===== src/rtl/prm_edge_check_sched.sv =====
// Walks one roadmap edge in 2^LOG2_SAMPLES equal steps, issuing each interpolated pose
// to the shared collision checker and stopping at the first colliding sample.
module prm_edge_check_sched #(
  parameter int STEPPERS_NUM = 6,
  parameter int LOG2_SAMPLES = 4
) (
  input  logic                      CLK,
  input  logic                      RST,
  input  logic                      start,
  input  logic                      abort,
  input  logic [32*STEPPERS_NUM-1:0] startPose,
  input  logic [32*STEPPERS_NUM-1:0] endPose,
  output logic                      chk_valid,
  input  logic                      chk_ready,
  output logic [32*STEPPERS_NUM-1:0] chk_pose,
  input  logic                      res_valid,
  input  logic                      res_hit,
  output logic                      busy,
  output logic                      done,
  output logic                      edgeFree,
  output logic [10:0]               hitIndex
);

  localparam int PW = 32 * STEPPERS_NUM;
  localparam int KW = LOG2_SAMPLES + 1;
  localparam logic [KW-1:0] LastK = {1'b1, {LOG2_SAMPLES{1'b0}}};

  typedef enum logic [2:0] {
    StIdle,
    StLoad,
    StIssue,
    StWait,
    StDone,
    StDrain
  } state_t;

  state_t          state_q, state_d;
  logic [PW-1:0]   startPose_q, startPose_d;
  logic [PW-1:0]   endPose_q, endPose_d;
  logic [PW-1:0]   delta_q, delta_d;
  logic [PW-1:0]   pose_q, pose_d;
  logic [PW-1:0]   advPose;
  logic [KW-1:0]   k_q, k_d;
  logic [KW-1:0]   kNext;
  logic            edgeFree_q, edgeFree_d;
  logic [10:0]     hitIndex_q, hitIndex_d;
  logic            handshake;
  logic            lastSample;

  assign handshake  = chk_valid && chk_ready;
  assign lastSample = (k_q == LastK);
  assign kNext      = k_q + 1'b1;

  always_ff @(posedge CLK or posedge RST) begin
    if (RST) begin
      state_q <= StIdle;
    end else begin
      state_q <= state_d;
    end
  end

  // abort outranks every other event; results arriving alongside an abort are dropped
  always_comb begin
    state_d = state_q;
    unique case (state_q)
      StIdle:  if (start) state_d = StLoad;
      StLoad:  state_d = abort ? StIdle : StIssue;
      StIssue: begin
        if (abort)          state_d = handshake ? StDrain : StIdle;
        else if (handshake) state_d = StWait;
      end
      StWait: begin
        if (abort)          state_d = res_valid ? StIdle : StDrain;
        else if (res_valid) state_d = (res_hit || lastSample) ? StDone : StIssue;
      end
      StDone:  state_d = StIdle;
      StDrain: if (res_valid) state_d = StIdle;
      default: state_d = StIdle;
    endcase
  end

  always_comb begin
    chk_valid = (state_q == StIssue);
    busy      = (state_q != StIdle);
    done      = (state_q == StDone);
  end

  always_comb begin
    advPose = '0;
    for (int j = 0; j < STEPPERS_NUM; j++) begin
      advPose[32*j +: 32] = pose_q[32*j +: 32] + delta_q[32*j +: 32];
    end
  end

  // The final sample is forced to endPose so truncated step sizes never miss the endpoint
  always_comb begin
    startPose_d = startPose_q;
    endPose_d   = endPose_q;
    delta_d     = delta_q;
    pose_d      = pose_q;
    k_d         = k_q;
    edgeFree_d  = edgeFree_q;
    hitIndex_d  = hitIndex_q;
    unique case (state_q)
      StIdle: begin
        if (start) begin
          startPose_d = startPose;
          endPose_d   = endPose;
          edgeFree_d  = 1'b0;
          hitIndex_d  = '0;
        end
      end
      StLoad: begin
        for (int j = 0; j < STEPPERS_NUM; j++) begin
          delta_d[32*j +: 32] = 32'($signed(endPose_q[32*j +: 32] - startPose_q[32*j +: 32])
                                    >>> LOG2_SAMPLES);
        end
        pose_d = startPose_q;
        k_d    = '0;
      end
      StWait: begin
        if (res_valid && !abort) begin
          if (res_hit) begin
            hitIndex_d = 11'(k_q);
            edgeFree_d = 1'b0;
          end else if (lastSample) begin
            edgeFree_d = 1'b1;
            hitIndex_d = '0;
          end else begin
            k_d    = kNext;
            pose_d = (kNext == LastK) ? endPose_q : advPose;
          end
        end
      end
      default: ;
    endcase
  end

  always_ff @(posedge CLK or posedge RST) begin
    if (RST) begin
      startPose_q <= '0;
      endPose_q   <= '0;
      delta_q     <= '0;
      pose_q      <= '0;
      k_q         <= '0;
      edgeFree_q  <= 1'b0;
      hitIndex_q  <= '0;
    end else begin
      startPose_q <= startPose_d;
      endPose_q   <= endPose_d;
      delta_q     <= delta_d;
      pose_q      <= pose_d;
      k_q         <= k_d;
      edgeFree_q  <= edgeFree_d;
      hitIndex_q  <= hitIndex_d;
    end
  end

  assign chk_pose = pose_q;
  assign edgeFree = edgeFree_q;
  assign hitIndex = hitIndex_q;

endmodule


===== config.mk =====
export PLATFORM = sky130hd
export DESIGN_NAME = prm_edge_check_sched
export DESIGN_NICKNAME = d
export VERILOG_FILES = /design/src/rtl/prm_edge_check_sched.sv
export SDC_FILE = /design/constraint.sdc
export NUM_CORES = 2
export LEC_CHECK = 0
export BUFFER_PORTS_ARGS = -buffer_cell sky130_fd_sc_hd__buf_2
export CORE_ASPECT_RATIO = 1.5
export CORE_MARGIN = 2
export CORE_UTILIZATION = 55
export CTS_CLUSTER_DIAMETER = 150
export DETAILED_ROUTE_END_ITERATION = 10
export MAX_ROUTING_LAYER = met4
export PLACE_DENSITY_LB_ADDON = 0.15
export SLEW_MARGIN = 40
export SYNTH_ARGS = -nofsm -noshare
export SYNTH_HDL_FRONTEND = slang
export SYNTH_SLANG_ARGS = --single-unit

===== constraint.sdc =====
create_clock -name CLK -period 40.8 [get_ports CLK]
set_input_delay 12.24 -clock CLK [delete_from_list [all_inputs] [get_ports CLK]]
set_output_delay 12.24 -clock CLK [all_outputs]
set_load 0.02 [all_outputs]

== After elaboration in Yosys (flattened, before gate mapping) ==
Cells that the tools add are included.
Word-level totals
  register bits after elaboration: 784
  output and inout port bits: 207
  word-level logic and storage cells: 78
Cells by class
  $add $sub $neg: 13
  eq/ne operators: 15
  mux-type cells: 30
  reductions and logical operators: 12
Operators by type and width (count)
  $mux W192: 4
  $pmux W192 S2: 1
  $add A32 B32 Y32: 6
  $sub A32 B32 Y32: 6
  $mux W11: 4
  $mux W3: 9
  $pmux W11 S2: 1
  $mux W5: 3
  $pmux W3 S5: 1
  $reduce_and A4 Y1: 3
  $eq A5 B5 Y1 const B: 2
  $ne A2 B2 Y1 const B: 5
  $pmux W5 S2: 1
  $eq A3 B2 Y1 const B: 2
  $eq A3 B3 Y1 const B: 2
  $ne A3 B3 Y1 const B: 2
  $add A5 B1 Y5 const B: 1
  $mux W1: 4
  $reduce_bool A2 Y1: 2
  $eq A3 B1 Y1 const B: 1
  $logic_not A3 Y1: 1
  $ne A3 B2 Y1 const B: 1
  $reduce_bool A3 Y1: 1
  $logic_and A1 B1 Y1: 2
  other kinds (5): 5

== Longest topological paths before layout ==
  depth after elaboration: 7
  gate-level depth with buffers: 14
  depth with buffers taken out: 13

== Least setup slack after synthesis ==
No wires, ideal clock.
  kind: input-to-reg
  start: input abort
  end: register pose_q[143] (netlist: chk_pose[143])
  setup time: 141 ps
  data arrival time: 13727 ps
  data required time: 40659 ps
  slack: 26932 ps
  cell stages on the path: 8
  buffers on the path: 3
  cells stage by stage: nand2b_1 o21ai_0 nand2_1 clkbuf_1 nor2_1 clkbuf_1 clkbuf_1 a31oi_1
On the way
  cells in the longest elaborated chain, start to end: 4
RTL lines
  from (decl): RTL line 10  | input logic abort,
  $logic_not A1 Y1: RTL line 122  | if (res_valid && !abort) begin
  $logic_and A1 B1 Y1: RTL line 122
  $ne A2 B2 Y1 (no source line)
  $reduce_and A4 Y1 (no source line)
  to (signal assigned): RTL line 152  | pose_q <= pose_d;
  to (decl): RTL line 41  | logic [PW-1:0] pose_q, pose_d;
No other way between the ends.
A chain may end at the register's enable or synchronous reset.

== Final worst setup path ==
  start: input abort
  end: register pose_q[31] (netlist: chk_pose[31])
Same word-level chain as after synthesis.

==> reports/results.ini <==
[run_status]
run_status=finished clean

[floorplanning]
coreArea_mm2=0.08393
dieArea_mm2=0.08714
die_h_um=360.5
ioPinCount=598
die_w_um=241.7
rows=130
start_util_pct=55.53

[clocking]
root_buffer=clkbuf_16
clockBufferDepth=3
hold_buffers=0
cts_max_level=3
ctsResizeCount=0
cts_sinks=758
clk-insertion-delay-late_ps=670
cts_setup_buffers=0
cts_buffers=78
cts_tree=yes
path_clk_slew_ps=70

[synth]
synthDistinctLibCells=82
synth-xor-area-share_pct=5.919
synth_compound_area_share_pct=21.71
synth_top_flop_cell=dfrtp_1
ys_seq_area_share_pct=40.70
synthTopCellsByCount=nand2_1, dfrtp_1, o21ai_0
synthCells=5555
yosysWarnings=0
ys_async_sr_fraction_pct=100.0
synth_top_area_cell=dfrtp_1
synth_mux_area_share_pct=0.2389
synth_top_family_by_area=compound AO/OA/AOI/OAI gates
synth-adder-area-share_pct=10.14
ys_seq_elements=758
syn_area_mm2=0.04661
synth_edf_count=0
yosys-top-cells-area=dfrtp_1, nand2_1, ha_1
syn_avg_cell_area_um2=8.391
yosysTopAreaCellShare_pct=40.70
synth-simple-area-share_pct=17.09
yosysMostFrequentCell=nand2_1

[timing]
fmax_mhz=66.51
tightest_slew_ps=921.9
fin_ws_ps=25760
finalSetupTns_ps=0
period_needed_ps=15040
final-max-slew-violation-count=0
rsz0062_at_grt=no
relSlewSlack_pct=38.17
hold_viol_final=0
worst_clock_skew_ps=21.94
setup_violations=0
min_period_over_period_pct=36.85

[setup_path]
cp_max_fo=59
critical_path.top_delay_family=simple AND/OR/NAND/NOR gates
cp_slowest_cell=buf_4
crit_required_ps=41390
critPathBufInv=2
max_stage_delay_ps=580
path_cells=buf_2 -> nand2b_1 -> o21ai_0 -> nand2_4 -> nor2_4 -> buf_4 -> nand2_1 -> or3_1 -> o211ai_1
cp-end-kind=flop
startpoint_type=input pin
critPathArrivalTime_ps=15620
worst-setup-path-type=input pin to flop

[final_layout]
layout-drive-gt1-share_pct=13.66
fin_util_pct=63.59
final_area_mm2=0.05337
syn_to_final_growth_pct=14.51
n_fill_cell=7435
fin_nets=6770

[flow_run]
maxCapViolCount=0

[power]
ir_worst_vdd_v=0.0001073
p_leak_nw=26.45
power.density_mw_per_mm2=107.0
totalPowerFinal_mw=5.713

[detailed_routing]
drc=0
routed_via_density=5.871
dr.pass1.iters=6
vias=42313
wl_per_cell_um=20.52
drtAntennaViolNets=0
routed_wl_um=147900
drt_iter0_drc=3207

[global_route]
grt_pass1_wl_um=231800
grt_max_degree=153
grt_pass1_vias=42134
gr-total-overflow=0
antenna_found_initial=23
track_usage_pct=34.56

[place]
port_buffers=591
gp_congestion=0.9549
post_dp_cell_area_mm2=0.05048
pre_cts_ws_ps=25210
hpwl_um=105900

[min_path]
hp-class=flop to flop

-- layer usage --
metal,part of all wire (%),vias up,global-route usage [%]
met5,0,-,-
met4,4.9,0,17.21
met3,7.1,368,5.964
met2,48,1462,56.65
met1,40,20336,41.16
li1,-,20147,-
-- kinds of logic (layout without fill, tap and decap cells) --
kind of cell             Yosys count  in the layout
other                              1             28
AND/OR/NAND/NOR                 1895           1895
XOR/XNOR                         315            315
buffers and inverters            516           1019
multiplexers                      11             11
AO/OA/AOI/OAI                   1685           1685
flip-flops                       758            758
adder cells (fa/ha/maj)          374            374
-- final timing paths --
check | startpoint | endpoint | slack [ps] | cells past startpoint
min in group asynchronous | RST | endPose_q[171] | 11690 | 2
worst max-delay path | abort | chk_pose[31] | 25760 | 9
worst min register to register | delta_q[166] | delta_q[166] | 480 | 2
max in group asynchronous | RST | state_q[2] | 26850 | 5
worst min-delay path | delta_q[166] | delta_q[166] | 480 | 2
worst max register to register | state_q[1] | chk_pose[31] | 35980 | 9
-- metrics by stage --
stage	hold slack (ps)	std cells
CTS	481.9	7185
finish	481.1	7207
floorplan	442.8	5560
global route	498.1	7205
detailed placement	467.6	7047
global placement	456.9	7042
-- power breakdown --
| part | switching, mW | internal [mW] | leakage (nW) |
|---|---|---|---|
| registers | 0.315 | 1.12 | 9.34 |
| clock network | 0.325 | 0.469 | 1.38 |
| logic | 2.11 | 1.37 | 15.7 |
-- sequential cells by signal, summed over array words and instances (netlist names) --
register,count
chk_pose,192
endPose_q,192
startPose_q,192
delta_q,168
hitIndex,5
k_q,5
state_q,3
edgeFree,1
-- cells in the final DEF, fill, tap and decap left out, types with 18 or more instances in the layout --
| cell type | netlist | layout |
|---|---|---|
| o21a_1 | 30 | 30 |
| o211ai_1 | 63 | 63 |
| diode_2 | 0 | 22 |
| o21bai_1 | 36 | 36 |
| ha_1 | 368 | 368 |
| xnor2_1 | 152 | 152 |
| xor2_1 | 163 | 163 |
| nand4_1 | 18 | 18 |
| o221ai_1 | 27 | 27 |
| o21ai_0 | 651 | 651 |
| nor3_1 | 46 | 46 |
| buf_2 | 0 | 591 |
| a21oi_1 | 440 | 440 |
| a211oi_1 | 50 | 50 |
| nand2b_1 | 46 | 46 |
| buf_4 | 6 | 18 |
| nor2b_1 | 59 | 59 |
| a31oi_1 | 43 | 43 |
| a21o_1 | 140 | 140 |
| and3_1 | 41 | 40 |
| nand2_1 | 1308 | 1302 |
| clkbuf_16 | 0 | 83 |
| nor2_1 | 200 | 197 |
| inv_1 | 248 | 247 |
| a221oi_1 | 33 | 33 |
| nand3_1 | 109 | 108 |
| dfrtp_1 | 758 | 758 |
| o31ai_1 | 24 | 24 |
-- worst min-delay path, cell delays in order (launching register included) --
cell     delay (ps)
dfrtp_1         340
nand2_1          40
o21ai_0          60
-- area by class of cell --
class	instances	area, um^2	area share (%)
Clock inverter	31	464.2	0.8697
Timing Repair Buffer	632	3411	6.391
Antenna cell	22	55.05	0.1031
Sequential cell	758	18970	35.54
Inverter	249	942.2	1.765
Clock buffer	107	2327	4.360
Multi-Input combinational cell	4286	25800	48.34
Tap cell	1122	1404	2.630
(Power assumes the default switching activity.)
